==> src/rtl/mem_lsu_sb_pkg.sv <==
// Shared types and byte-lane helpers for the MEM-stage load/store unit.
// Lanes are big-endian: byte offset k lives in the k-th byte counted from the MSB.
package mem_lsu_sb_pkg;

  typedef enum logic [1:0] {
    OP_LS_BYTE,
    OP_LS_HALFWORD,
    OP_LS_WORD,
    OP_LS_DWORD
  } ls_op_t;

  function automatic int unsigned ls_bytes(input ls_op_t op);
    case (op)
      OP_LS_BYTE:     return 1;
      OP_LS_HALFWORD: return 2;
      OP_LS_WORD:     return 4;
      default:        return 8;
    endcase
  endfunction

  // Address bits below the access size are ignored rather than trapped.
  function automatic logic [2:0] ls_align(input ls_op_t op, input logic [2:0] offset);
    return offset & ~3'(ls_bytes(op) - 1);
  endfunction

  // Byte-enable mask for an access; BE bit (be_width-1-k) covers byte offset k.
  function automatic logic [7:0] ls_be(input ls_op_t op, input logic [2:0] offset,
                                       input int unsigned be_width);
    int unsigned n;
    int unsigned k;
    n = ls_bytes(op);
    k = 32'(ls_align(op, offset));
    return (8'hFF >> (8 - n)) << (be_width - k - n);
  endfunction

endpackage

==> src/rtl/mem_lsu_sb_store_buf.sv <==
// FIFO store buffer with a CAM lookup that reports the youngest matching entry
// and whether its byte enables cover every byte the load needs.
module mem_lsu_sb_store_buf #(
  parameter int unsigned ADDR_WIDTH = 32,
  parameter int unsigned DATA_WIDTH = 32,
  parameter int unsigned BE_WIDTH   = DATA_WIDTH / 8,
  parameter int unsigned SB_DEPTH   = 4
) (
  input  logic                  clock,
  input  logic                  reset_n,
  input  logic                  push,
  input  logic [ADDR_WIDTH-1:0] push_addr,
  input  logic [DATA_WIDTH-1:0] push_data,
  input  logic [BE_WIDTH-1:0]   push_be,
  input  logic                  pop,
  input  logic [ADDR_WIDTH-1:0] lookup_addr,
  input  logic [BE_WIDTH-1:0]   lookup_be,
  output logic [ADDR_WIDTH-1:0] head_addr,
  output logic [DATA_WIDTH-1:0] head_data,
  output logic [BE_WIDTH-1:0]   head_be,
  output logic                  empty,
  output logic                  full,
  output logic                  hit,
  output logic                  hit_covered,
  output logic [DATA_WIDTH-1:0] hit_data
);

  localparam int unsigned PtrW = $clog2(SB_DEPTH);
  localparam int unsigned CntW = PtrW + 1;

  typedef struct packed {
    logic [ADDR_WIDTH-1:0] addr;
    logic [DATA_WIDTH-1:0] data;
    logic [BE_WIDTH-1:0]   be;
  } sb_entry_t;

  sb_entry_t       entries_q [SB_DEPTH];
  logic [PtrW-1:0] head_q, tail_q;
  logic [CntW-1:0] count_q;
  logic [PtrW-1:0] hit_idx;
  logic [PtrW-1:0] idx;

  always_ff @(posedge clock or negedge reset_n) begin
    if (!reset_n) begin
      for (int i = 0; i < SB_DEPTH; i++) entries_q[i] <= '0;
      head_q  <= '0;
      tail_q  <= '0;
      count_q <= '0;
    end else begin
      if (push) begin
        entries_q[tail_q] <= '{addr: push_addr, data: push_data, be: push_be};
        tail_q            <= tail_q + 1'b1;
      end
      if (pop) head_q <= head_q + 1'b1;
      count_q <= count_q + CntW'(push) - CntW'(pop);
    end
  end

  // Walk oldest to youngest so the last match wins.
  always_comb begin
    hit     = 1'b0;
    hit_idx = '0;
    idx     = '0;
    for (int i = 0; i < SB_DEPTH; i++) begin
      idx = head_q + PtrW'(i);
      if (CntW'(i) < count_q && entries_q[idx].addr == lookup_addr) begin
        hit     = 1'b1;
        hit_idx = idx;
      end
    end
  end

  assign hit_data    = entries_q[hit_idx].data;
  assign hit_covered = hit && ((entries_q[hit_idx].be & lookup_be) == lookup_be);
  assign head_addr   = entries_q[head_q].addr;
  assign head_data   = entries_q[head_q].data;
  assign head_be     = entries_q[head_q].be;
  assign empty       = (count_q == '0);
  assign full        = (count_q == CntW'(SB_DEPTH));

endmodule

==> src/rtl/mem_lsu_sb.sv <==
// MEM-stage load/store unit: lane placement, load extraction and forwarding,
// cache port arbitration between loads and store-buffer drain, and stall logic.
module mem_lsu_sb
  import mem_lsu_sb_pkg::*;
#(
  parameter int unsigned ADDR_WIDTH = 32,
  parameter int unsigned DATA_WIDTH = 32,
  parameter int unsigned BE_WIDTH   = DATA_WIDTH / 8,
  parameter int unsigned SB_DEPTH   = 4
) (
  input  logic                  clock,
  input  logic                  reset_n,
  input  logic                  load_inst,
  input  logic                  store_inst,
  input  ls_op_t                ls_op,
  input  logic                  ls_sext,
  input  logic [ADDR_WIDTH-1:0] agu_result,
  input  logic [DATA_WIDTH-1:0] store_data,
  input  logic                  sb_drain,
  output logic [DATA_WIDTH-1:0] result,
  output logic                  stall,
  output logic                  sb_empty,
  output logic                  cache_rd,
  output logic                  cache_wr,
  output logic [ADDR_WIDTH-1:0] cache_addr,
  output logic [DATA_WIDTH-1:0] cache_wr_data,
  output logic [BE_WIDTH-1:0]   cache_wr_be,
  input  logic [DATA_WIDTH-1:0] cache_data,
  input  logic                  cache_waitrequest
);

  localparam int unsigned OffW = $clog2(BE_WIDTH);

  logic [2:0]            off;
  int unsigned           n_bytes;
  int unsigned           shamt;
  logic [DATA_WIDTH-1:0] size_mask;
  logic [BE_WIDTH-1:0]   acc_be;
  logic [DATA_WIDTH-1:0] st_placed;
  logic [ADDR_WIDTH-1:0] word_addr;

  logic                  sb_full, sb_hit, sb_covered, sb_push, sb_pop;
  logic [ADDR_WIDTH-1:0] head_addr;
  logic [DATA_WIDTH-1:0] head_data, hit_data;
  logic [BE_WIDTH-1:0]   head_be;

  function automatic logic [DATA_WIDTH-1:0] extract(input logic [DATA_WIDTH-1:0] word,
                                                    input int unsigned sh,
                                                    input logic [DATA_WIDTH-1:0] mask,
                                                    input logic sext);
    logic [DATA_WIDTH-1:0] raw;
    logic                  sign;
    raw  = (word >> sh) & mask;
    sign = |(raw & (mask & ~(mask >> 1)));
    return (sext && sign) ? (raw | ~mask) : raw;
  endfunction

  always_comb begin
    off            = '0;
    off[OffW-1:0]  = agu_result[OffW-1:0];
    n_bytes        = ls_bytes(ls_op);
    shamt          = 8 * (BE_WIDTH - 32'(ls_align(ls_op, off)) - n_bytes);
    size_mask      = {DATA_WIDTH{1'b1}} >> (DATA_WIDTH - 8 * n_bytes);
    acc_be         = BE_WIDTH'(ls_be(ls_op, off, BE_WIDTH));
    st_placed      = (store_data & size_mask) << shamt;
  end

  assign word_addr = {agu_result[ADDR_WIDTH-1:OffW], {OffW{1'b0}}};

  mem_lsu_sb_store_buf #(
    .ADDR_WIDTH (ADDR_WIDTH),
    .DATA_WIDTH (DATA_WIDTH),
    .BE_WIDTH   (BE_WIDTH),
    .SB_DEPTH   (SB_DEPTH)
  ) u_store_buf (
    .clock       (clock),
    .reset_n     (reset_n),
    .push        (sb_push),
    .push_addr   (word_addr),
    .push_data   (st_placed),
    .push_be     (acc_be),
    .pop         (sb_pop),
    .lookup_addr (word_addr),
    .lookup_be   (acc_be),
    .head_addr   (head_addr),
    .head_data   (head_data),
    .head_be     (head_be),
    .empty       (sb_empty),
    .full        (sb_full),
    .hit         (sb_hit),
    .hit_covered (sb_covered),
    .hit_data    (hit_data)
  );

  // A load that misses the buffer owns the cache port; the drain retries next cycle.
  always_comb begin
    cache_rd      = load_inst && !sb_hit;
    cache_wr      = !sb_empty && !cache_rd;
    sb_pop        = cache_wr && !cache_waitrequest;
    stall         = (store_inst && sb_full)
                 || (sb_drain && !sb_empty)
                 || (load_inst && (sb_hit ? !sb_covered : cache_waitrequest));
    sb_push       = store_inst && !stall && !sb_full;
    cache_addr    = cache_rd ? word_addr : (cache_wr ? head_addr : '0);
    cache_wr_data = cache_wr ? head_data : '0;
    cache_wr_be   = cache_wr ? head_be : '0;
    if (load_inst) begin
      result = extract(sb_hit ? hit_data : cache_data, shamt, size_mask, ls_sext);
    end else begin
      result = DATA_WIDTH'(agu_result);
    end
  end

endmodule
==> config.mk <==
export PLATFORM = sky130hd
export DESIGN_NAME = mem_lsu_sb
export DESIGN_NICKNAME = d
export VERILOG_FILES = /design/src/rtl/mem_lsu_sb_pkg.sv /design/src/rtl/mem_lsu_sb_store_buf.sv /design/src/rtl/mem_lsu_sb.sv
export SDC_FILE = /design/constraint.sdc
export NUM_CORES = 1
export LEC_CHECK = 0
export BUFFER_PORTS_ARGS = -buffer_cell sky130_fd_sc_hd__buf_4
export CORE_ASPECT_RATIO = 1.4
export CORE_UTILIZATION = 58
export DETAILED_ROUTE_END_ITERATION = 7
export PLACE_DENSITY = 0.8
export SLEW_MARGIN = 20
export SYNTH_ARGS = -nofsm -noshare
export SYNTH_HDL_FRONTEND = slang
export SYNTH_SLANG_ARGS = --single-unit
==> constraint.sdc <==
create_clock -name clock -period 7.4 [get_ports clock]
set_input_delay 0.37 -clock clock [delete_from_list [all_inputs] [get_ports clock]]
set_output_delay 0.37 -clock clock [all_outputs]
set_load 0.005 [all_outputs]
* Word-level counts from Yosys, hierarchy flattened
Index checks and enable logic that the tools add are counted.
** Word-level totals
- Register bits after elaboration :: 279
** Operators by class
- Add/subtract/negate cells :: 11
- Order comparisons :: 11
- Equal/unequal tests :: 8
- Shifts and indexed selects :: 5
- Muxes and demuxes :: 35
- Bitwise logic cells :: 16
- Reduce and logical (&&, ||, !) cells :: 27
** Operators with widths (number)
- $bmux 68 s2 :: 5
- $mux 68 :: 9
- $bwmux 272 :: 1
- $mux 32 :: 6
- $demux 68 s2 :: 1
- $and 32x32->32 :: 4
- $eq 32x32->1 :: 4
- $mux 36 :: 2
- $not 31->32 :: 1
- $not 32->32 :: 1
- $or 32x32->32 :: 1
- $reduce_or 32->1 :: 1
- $shl 32x32->32 :: 1
- $shl 8x32->4 :: 1
- $shr 32x32->32 :: 1
- $shr 32x32->32 const A :: 1
- $shr 8x32->8 const A :: 1
- $ge 3x3->1 const B :: 6
- $not 2->3 :: 6
- $logic_and 1x1->1 :: 15
- $pmux 4 s3 :: 1
- $mux 2 :: 4
- $sub 6x7->8 const A :: 1
- $logic_not 1->1 :: 7
- 23 further kinds :: 32

* Logic depth before layout (Yosys ltp)
Gate-level depths: netlist of run 1.
- Depth in word-level cells :: 26
- Depth in mapped cells :: 25
- Gate-level depth less buffers :: 17

* Hierarchy
A second synthesis of run 1 with hierarchy kept.
** Second synthesis, totals
- Cells, all modules :: 1864
- Area total of the unflattened synthesis :: 20739.9 µm²
** By module, submodules not included
- mem_lsu_sb_store_buf :: instances 1, cells each 1334, area each 17643.2 µm²
- mem_lsu_sb :: instances 1, cells each 530, area each 3096.7 µm²

* Worst setup path after synthesis of run 1
No wires, ideal clock.
- Path kind :: register to output
- Start :: register u_store_buf.head_q[0]
- End :: output result[16]
- Arrival :: 4724 ps
- Path slack :: 2306 ps
- Cell stages (with the launch flop) :: 22
- Cells stage by stage :: dfrtp_1 -> buf_6 -> buf_6 -> buf_4 -> buf_2 -> mux2i_1 -> mux2i_1 -> xnor2_1 -> nand4_1 -> a2111o_1 -> nor3_4 -> a21o_1 -> buf_2 -> buf_4 -> mux2i_1 -> nor3_1 -> mux2i_1 -> nor3_1 -> o31a_1 -> o311ai_2 -> nor3b_4 -> a221o_1
** Between the ends
- Word-level cells in the longest chain between the ends :: 22
- Elaborated cells between the ends (all ways) :: 48
** RTL lines
- from (decl) :: RTL line mem_lsu_sb_store_buf.sv:38 : logic [PtrW-1:0] head_q, tail_q;
- from (signal assigned) :: RTL line mem_lsu_sb_store_buf.sv:54 : if (pop) head_q <= head_q + 1'b1;
- $add 2x1->2 or $not 2->3 (tied branches) :: RTL line mem_lsu_sb_store_buf.sv:65, mem_lsu_sb_store_buf.sv:66
- $not 2->3 (implied by the code) or $bmux 68 s2 (tied branches) :: RTL line mem_lsu_sb_store_buf.sv:66 : if (CntW'(i) < count_q && entries_q[idx].addr == lookup_addr) begin
- $bmux 68 s2 or $mux 68 (tied branches) :: RTL line mem_lsu_sb_store_buf.sv:66
- $mux 68 (implied by the code) :: RTL line mem_lsu_sb_store_buf.sv:66
- $mux 68 (implied by the code) or $eq 32x32->1 (tied branches) :: RTL line mem_lsu_sb_store_buf.sv:66
- $eq 32x32->1 or $logic_and 1x1->1 (tied branches) :: RTL line mem_lsu_sb_store_buf.sv:66
- $logic_and 1x1->1 or $mux 2 (tied branches) :: RTL line mem_lsu_sb_store_buf.sv:66
- $mux 2 (3 in series) :: RTL line mem_lsu_sb_store_buf.sv:66
- [... 4 more ...]
- $mux 32 * :: RTL line mem_lsu_sb.sv:108 : result = extract(sb_hit ? hit_data : cache_data, shamt, size_mask, ls_sext);
- $shr 32x32->32 * :: RTL line mem_lsu_sb.sv:53 : raw = (word >> sh) & mask;
- $and 32x32->32 * :: RTL line mem_lsu_sb.sv:53
- $and 32x32->32 :: RTL line mem_lsu_sb.sv:54 : sign = |(raw & (mask & ~(mask >> 1)));
- $reduce_or 32->1 :: RTL line mem_lsu_sb.sv:54
- $logic_and 1x1->1 :: RTL line mem_lsu_sb.sv:55 : return (sext && sign) ? (raw | ~mask) : raw;
- $mux 32 * :: RTL line mem_lsu_sb.sv:55
- $mux 32 * :: RTL line mem_lsu_sb.sv:107 : if (load_inst) begin
- to (decl) :: RTL line mem_lsu_sb.sv:20 : output logic [DATA_WIDTH-1:0] result,
Mark *: on every way between the ends. The rest lies on a longest branch, timed or not. The select of a mux whose other input is x is not followed.

* Final worst setup path of run 1
- Start :: register u_store_buf.head_q[0]
- End :: output result[31]
The elaborated chain is that of the path after synthesis.

==> results of run 1 <==
==> final cells by class <==
| type | instances | area [µm²] | area share |
|---|---|---|---|
| clock buffer | 37 | 786 | 0.0318 |
| clock inverter | 16 | 262 | 0.0106 |
| timing repair buffer | 286 | 2410 | 0.0974 |
| sequential | 271 | 6790 | 0.274 |
| tap | 467 | 584 | 0.0236 |
| inverter | 21 | 78.8 | 0.00319 |
| multi-input combinational | 1549 | 13800 | 0.559 |
==> synthesized netlist by cell type (28+ instances only) <==
cell type	number	share of area
o21ai_1	50	0.012
mux2i_1	197	0.091
nor3_1	39	0.0090
nand2_1	197	0.034
nor2_1	69	0.012
buf_6	37	0.019
dfrtp_1	271	0.31
mux2_4	216	0.15
mux2_2	28	0.015
and2_1	43	0.012
nand3_1	32	0.0074
o221ai_1	30	0.012
o21ai_0	63	0.015
clkbuf_1	99	0.017
xnor2_1	77	0.031
mux4_2	80	0.083
xor2_1	33	0.013
a21oi_1	61	0.014
==> metrics by stage <==
step	setup slack [ns]	area, µm²	hold slack, ns
4_1_cts	0.00348	24700	0.135
2_1_floorplan	2.31	21700	0.0744
6_report	0.00317	24700	0.143
3_3_place_gp	0.557	23600	0.486
3_5_place_dp	0.417	23600	0.498
5_1_grt	0.0978	24700	0.162
==> report_power, final <==
| group | internal, mW | switching, mW |
|---|---|---|
| registers | 2.12 | 0.787 |
| logic | 3.02 | 3.12 |
| clock network | 0.965 | 0.669 |
| total | 6.11 | 4.57 |
==> worst reg2reg max path, delay by kind of cell, from the launching register on <==
kind                     cells  cell delay, ns
adder cells (fa/ha/maj)      2            0.61
AND/OR/NAND/NOR              5            2.25
XOR/XNOR                     2            0.37
buffers and inverters        3            0.77
flip-flops                   1            0.70
AO/OA/AOI/OAI                5            1.34
multiplexers                 2            0.73
==> how the worst min path moves through the flow <==
stage | from | end | slack [ns] | cells past startpoint
floorplan | reset_n | u_store_buf.count_q[0]$_DFF_PN0_ | 0.07 | 0
global placement | u_store_buf.entries_q[141]$_DFFE_PN0P_ | u_store_buf.entries_q[141]$_DFFE_PN0P_ | 0.49 | 2
finish | cache_waitrequest | u_store_buf.head_q[0]$_DFFE_PN0P_ | 0.14 | 3
detailed placement | u_store_buf.entries_q[213]$_DFFE_PN0P_ | u_store_buf.entries_q[213]$_DFFE_PN0P_ | 0.50 | 2
global route | cache_waitrequest | u_store_buf.head_q[0]$_DFFE_PN0P_ | 0.16 | 3
CTS | cache_waitrequest | u_store_buf.head_q[0]$_DFFE_PN0P_ | 0.14 | 3
==> layer usage <==
| metal | vias to the layer above | GRT usage |
|---|---|---|
| li1 | 7883 | - |
| met1 | 9190 | 0.497 |
| met2 | 1119 | 0.674 |
| met3 | 253 | 0.0629 |
| met4 | 0 | 0.257 |
| met5 | - | 0 |
==> cell families (layout without fill, tap and decap cells) <==
family                   after synthesis  count (layout)  share of synthesized area
flip-flops                           271             271                      0.312
XOR/XNOR                             110             110                     0.0444
AND/OR/NAND/NOR                      487             487                      0.109
multiplexers                         522             522                      0.338
other                                  1               2                   0.000173
buffers and inverters                220             360                     0.0541
AO/OA/AOI/OAI                        412             412                      0.132
adder cells (fa/ha/maj)               16              16                    0.00957
==> timing repair <==
item | CTS | global route
buffers inserted | 1 | 1
endpoints found under the setup margin | 21 | 14
resized for setup | 3 | 2
endpoints found under the hold margin | 124 | 0
hold buffers | 1 | 0
cloned | 0 | 0
==> sequential cells by signal (all words and copies together) (netlist names) <==
name / count
u_store_buf.count_q: 3
u_store_buf.entries_q: 264
u_store_buf.head_q: 2
u_store_buf.tail_q: 2
==> flow_summary.ini, run 1 <==
[job]
cap_violations = 0

[clocking]
cts_root_buffer = clkbuf_16
h-tree-depth = 1
clk_pin_slew_ns = 0.06
clk_path_buf_depth = 3
cts_sinks = 271
cts_buffers = 29
clock_latency_ns = 0.58
tritoncts = built

[yosys]
ys_seq_area_frac = 0.312
yosys_warnings = 0
synth_ff_type = dfrtp_1
syn_area_um2 = 21700
ys_types = 80
ys_async_sr_fraction = 1.00
synth_edf_count = 0
synthCells = 2039
postSynthAreaPerCell_um2 = 10.6
ys_ff_latch = 271

[final_layout]
fillers = 2881
final_common_cell = dfrtp_1
synthToLayoutAreaGrowth_pct = 14.0
final_cells = 2647
drive_gt1_frac = 0.317
nets = 2279
mostFrequentLayoutCells = 269 x dfrtp_1, 265 x buf_4, 216 x mux2_4
final_util = 0.673
antenna_cells = 0

[critical_path]
cpLargestDelayFamily = compound AO/OA/AOI/OAI gates
crit_cells = 19
required_ns = 7.03
slowest_delay_ns = 0.78
path_max_fanout = 25
crit_buf_inv = 4
cp-start-kind = flop
r2r_start = u_store_buf.head_q[0]$_DFFE_PN0P_
reg2regPathDepth = 19
rr_endpoint = u_store_buf.count_q[2]$_DFF_PN0_
r2r_slack_ns = 0.53
critPathCaptureType = output port
critPathKind = flop to output port
worstSetupStartpoint = u_store_buf.head_q[0]$_DFFE_PN0P_
crit_chain = buf_4 > mux2i_1 > mux2i_1 > xor2_1 > nor4_2 > nand4_1 > or4b_1 > o21ai_2 > buf_4 > a21oi_1 > nand4_1 > mux2i_1 > buf_4 > a22o_1 > a21oi_1 > o311ai_2 > o21a_1 > a211o_1 > buf_4
crit_top_cell = buf_4
critical_path.slowest_cell = or4b_1
crit_end = result[31]
arrival_ns = 7.03

[floorplanning]
die_height_um = 231
fp.dieArea_um2 = 38200
core_area_um2 = 36800
initial_utilization = 0.591
ios = 209
die_w_um = 166
rows = 83

[sta]
rsz0062_at_grt = no
clock.fmax_mhz = 135
tightest_slew_ns = 0.992
skew_ns = 0.0299
hold_viol = 0
finalMaxSlewViolations = 0
slew_headroom = 0.334
tns_ns = 0
post-route-period-util = 1.00
finalSetupViolCount = 0
min_period_ns = 7.40

[global_route]
grt_remaining_overflow = 0
grt_max_degree = 142
grt_first_pass_wirelength_um = 117000
grtUsageTotal = 0.410
antenna_found_initial = 1
grt_pass1_vias = 18200

[status]
violations = DRC
status = finished with violations

[routing]
antenna_left = 0
drt_iter0_drc = 2258
avgViaCountPerCell = 6.97
wl_met2_um = 37400
highest-signal-layer = met4
first_pass_iters = 8
drc = 31
dr_wl_met3_um = 6380
vias = 18400
routed_wl_um = 78100
avgRoutedWirePerCell_um = 29.5
m1WireLength_um = 28500

[power]
power_mw = 10.7
powerDensity_nw_per_um2 = 432
power_leakage_nw = 11.6
max-vdd-ir-drop_mv = 0.228

[placed_design]
dp_hpwl_um = 56600
portBuffers = 206
gp_congestion = 1.03
dp_cells = 2590

[hold_path]
hold_path.class = primary input to flop
No activity file was read; power rests on OpenSTA's default activity.
==> run 2, diff against run 1 <==
Settings changed: REMOVE_ABC_BUFFERS set to 1.
==> flow_summary.ini, run 2 (synthesized netlist as in run 1, its figures left out) <==
[critical_path]
cpLargestDelayFamily = compound AO/OA/AOI/OAI gates
r2r_slack_ns = 0.62
rr_endpoint = u_store_buf.entries_q[261]$_DFFE_PN0P_
path_max_fanout = 33
crit_end = result[4]
r2r_start = u_store_buf.head_q[0]$_DFFE_PN0P_
crit_chain = buf_12 > buf_12 > buf_4 > mux2i_1 > a222oi_1 > o2111ai_1 > nor2_1 > or4b_1 > a21o_1 > nand2_4 > a21o_1 > buf_12 > mux2i_1 > mux2i_1 > mux2i_1 > a221oi_1 > a21oi_1 > buf_4
critical_path.slowest_cell = a222oi_1
cp-start-kind = flop
required_ns = 7.03
slowest_delay_ns = 0.84
critPathKind = flop to output port
arrival_ns = 6.82
crit_buf_inv = 5
crit_cells = 18
reg2regPathDepth = 17
crit_top_cell = mux2i_1
critPathCaptureType = output port
worstSetupStartpoint = u_store_buf.head_q[0]$_DFFE_PN0P_

[clocking]
clk_pin_slew_ns = 0.07
cts_buffers = 28
cts_sinks = 271
clock_latency_ns = 0.58
tritoncts = built
clk_path_buf_depth = 3
h-tree-depth = 1
post_cts_buffers = 0
cts_root_buffer = clkbuf_16

[sta]
finalSetupViolCount = 0
finalMaxSlewViolations = 0
tns_ns = 0
clock.fmax_mhz = 139
fin_ws_ns = 0.206
slew_headroom = 0.138
min_period_ns = 7.19
post-route-period-util = 0.972
hold_viol = 0
skew_ns = 0.0202
tightest_slew_ns = 1.28
rsz0062_at_grt = no
whs_ns = 0.158

[final_layout]
regMostFlops = u_store_buf.entries_q
largest_reg_flops = 264
drive_gt1_frac = 0.307
final_cells = 2618
mostFrequentLayoutCells = 269 x dfrtp_1, 246 x buf_4, 216 x mux2_4
synthToLayoutAreaGrowth_pct = 12.0
antenna_cells = 0
final_util = 0.662
nets = 2252
reg_top3 = u_store_buf.entries_q x264, u_store_buf.count_q x3
final_common_cell = dfrtp_1

[floorplanning]
core_area_um2 = 36800
initial_utilization = 0.591
die_height_um = 231
fp.dieArea_um2 = 38200
ios = 209
die_w_um = 166
rows = 83

[power]
max-vdd-ir-drop_mv = 0.253
powerDensity_nw_per_um2 = 429
power_leakage_nw = 11.4

[global_route]
grtUsageTotal = 0.414
antenna_found_initial = 1
grt_remaining_overflow = 0
grt_pass1_vias = 18500
grtUsageMet2 = 0.673
grt_max_degree = 162
grt-busiest-layer = met2
use_met1 = 0.511
grt_first_pass_wirelength_um = 117000
global_route.usage.met3 = 0.0510

[placed_design]
dp_hpwl_um = 54900
gp_congestion = 1.04
preCtsSetupSlack_ns = 0.813
dp_cells = 2567
portBuffers = 206

[hold_path]
hold_path.class = primary input to flop

[routing]
drt_iter0_drc = 2011
routed_wl_um = 77700
avgViaCountPerCell = 6.99
avgRoutedWirePerCell_um = 29.7
drc = 14
first_pass_iters = 8
vias = 18300
antenna_left = 0

[status]
violations = DRC
status = finished with violations

[job]
cap_violations = 0
==> run 2: cell types whose count changed in the layout (fill, tap and decap cells not counted), sizes merged <==
cell,before,now
clkbuf,37,39
buf,285,259
bufinv,6,2
inv,21,19
clkinvlp,4,0
clkinv,6,11
==> run 2: routing by layer <==
| metal | wire, µm | up-vias |
|---|---|---|
| met3 | 5300 | 250 |
| li1 | - | 7827 |
| met1 | 29000 | 9256 |
| met2 | 37600 | 970 |
| met5 | 11 | - |
| met4 | 5780 | 2 |
==> run 2: how the worst min path moves through the flow <==
| stage | from | endpoint | slack, ns | cells past startpoint |
|---|---|---|---|---|
| after CTS | store_data[2] | u_store_buf.entries_q[142]$_DFFE_PN0P_ | 0.13 | 3 |
| after floorplan | reset_n | u_store_buf.count_q[0]$_DFF_PN0_ | 0.07 | 0 |
| after global routing | store_data[7] | u_store_buf.entries_q[147]$_DFFE_PN0P_ | 0.16 | 3 |
| after detailed placement | reset_n | u_store_buf.entries_q[98]$_DFFE_PN0P_ | 0.50 | 1 |
| final | store_data[2] | u_store_buf.entries_q[142]$_DFFE_PN0P_ | 0.16 | 3 |
| after global placement | u_store_buf.entries_q[137]$_DFFE_PN0P_ | u_store_buf.entries_q[137]$_DFFE_PN0P_ | 0.48 | 2 |
==> run 2: layout make-up <==
cell class / count / area (µm²)
repair buffers: 260 / 2110
fillers: 2895 / 12400
multi-input cells: 1549 / 13800
inverters: 21 / 78.8
clock buffers: 39 / 823
well taps: 467 / 584
flip-flops and latches: 271 / 6790
clock inverters: 11 / 109
==> run 2: through the flow <==
step / area [µm²] / total power, mW
6_report: 24300 / 10.4
2_1_floorplan: 20600 / 7.23
3_3_place_gp: 23400 / 8.69
3_5_place_dp: 23400 / 8.82
4_1_cts: 24300 / 10.3
5_1_grt: 24300 / 10.9
==> run 2: report_power, final <==
group	internal [mW]	switching (mW)	leakage, nW
Sequential	2.12	0.831	3.48
Combinational	2.99	3.03	7.47
Clock	0.841	0.621	0.469
Total	5.95	4.48	11.4
==> run 2: worst reg2reg max path, cell delays in order, from the launching register on <==
cell	delay [ns]
dfrtp_4	0.58
buf_12	0.27
buf_12	0.28
buf_4	0.28
mux2i_1	0.15
a222oi_1	0.84
o2111ai_1	0.16
nor2_1	0.30
or4b_1	0.64
a21o_1	0.31
nand2_4	0.21
a21o_1	0.47
mux2_1	0.22
a2bb2oi_1	0.26
a41oi_2	0.28
or3b_4	0.49
buf_12	0.21
mux2_4	0.71
==> run 2: repair_timing <==
action | CTS | global route
gates resized for setup | 0 | 1
endpoints found under the setup margin | 0 | 1
hold buffers | 1 | 0
endpoints found under the hold margin | 110 | 0
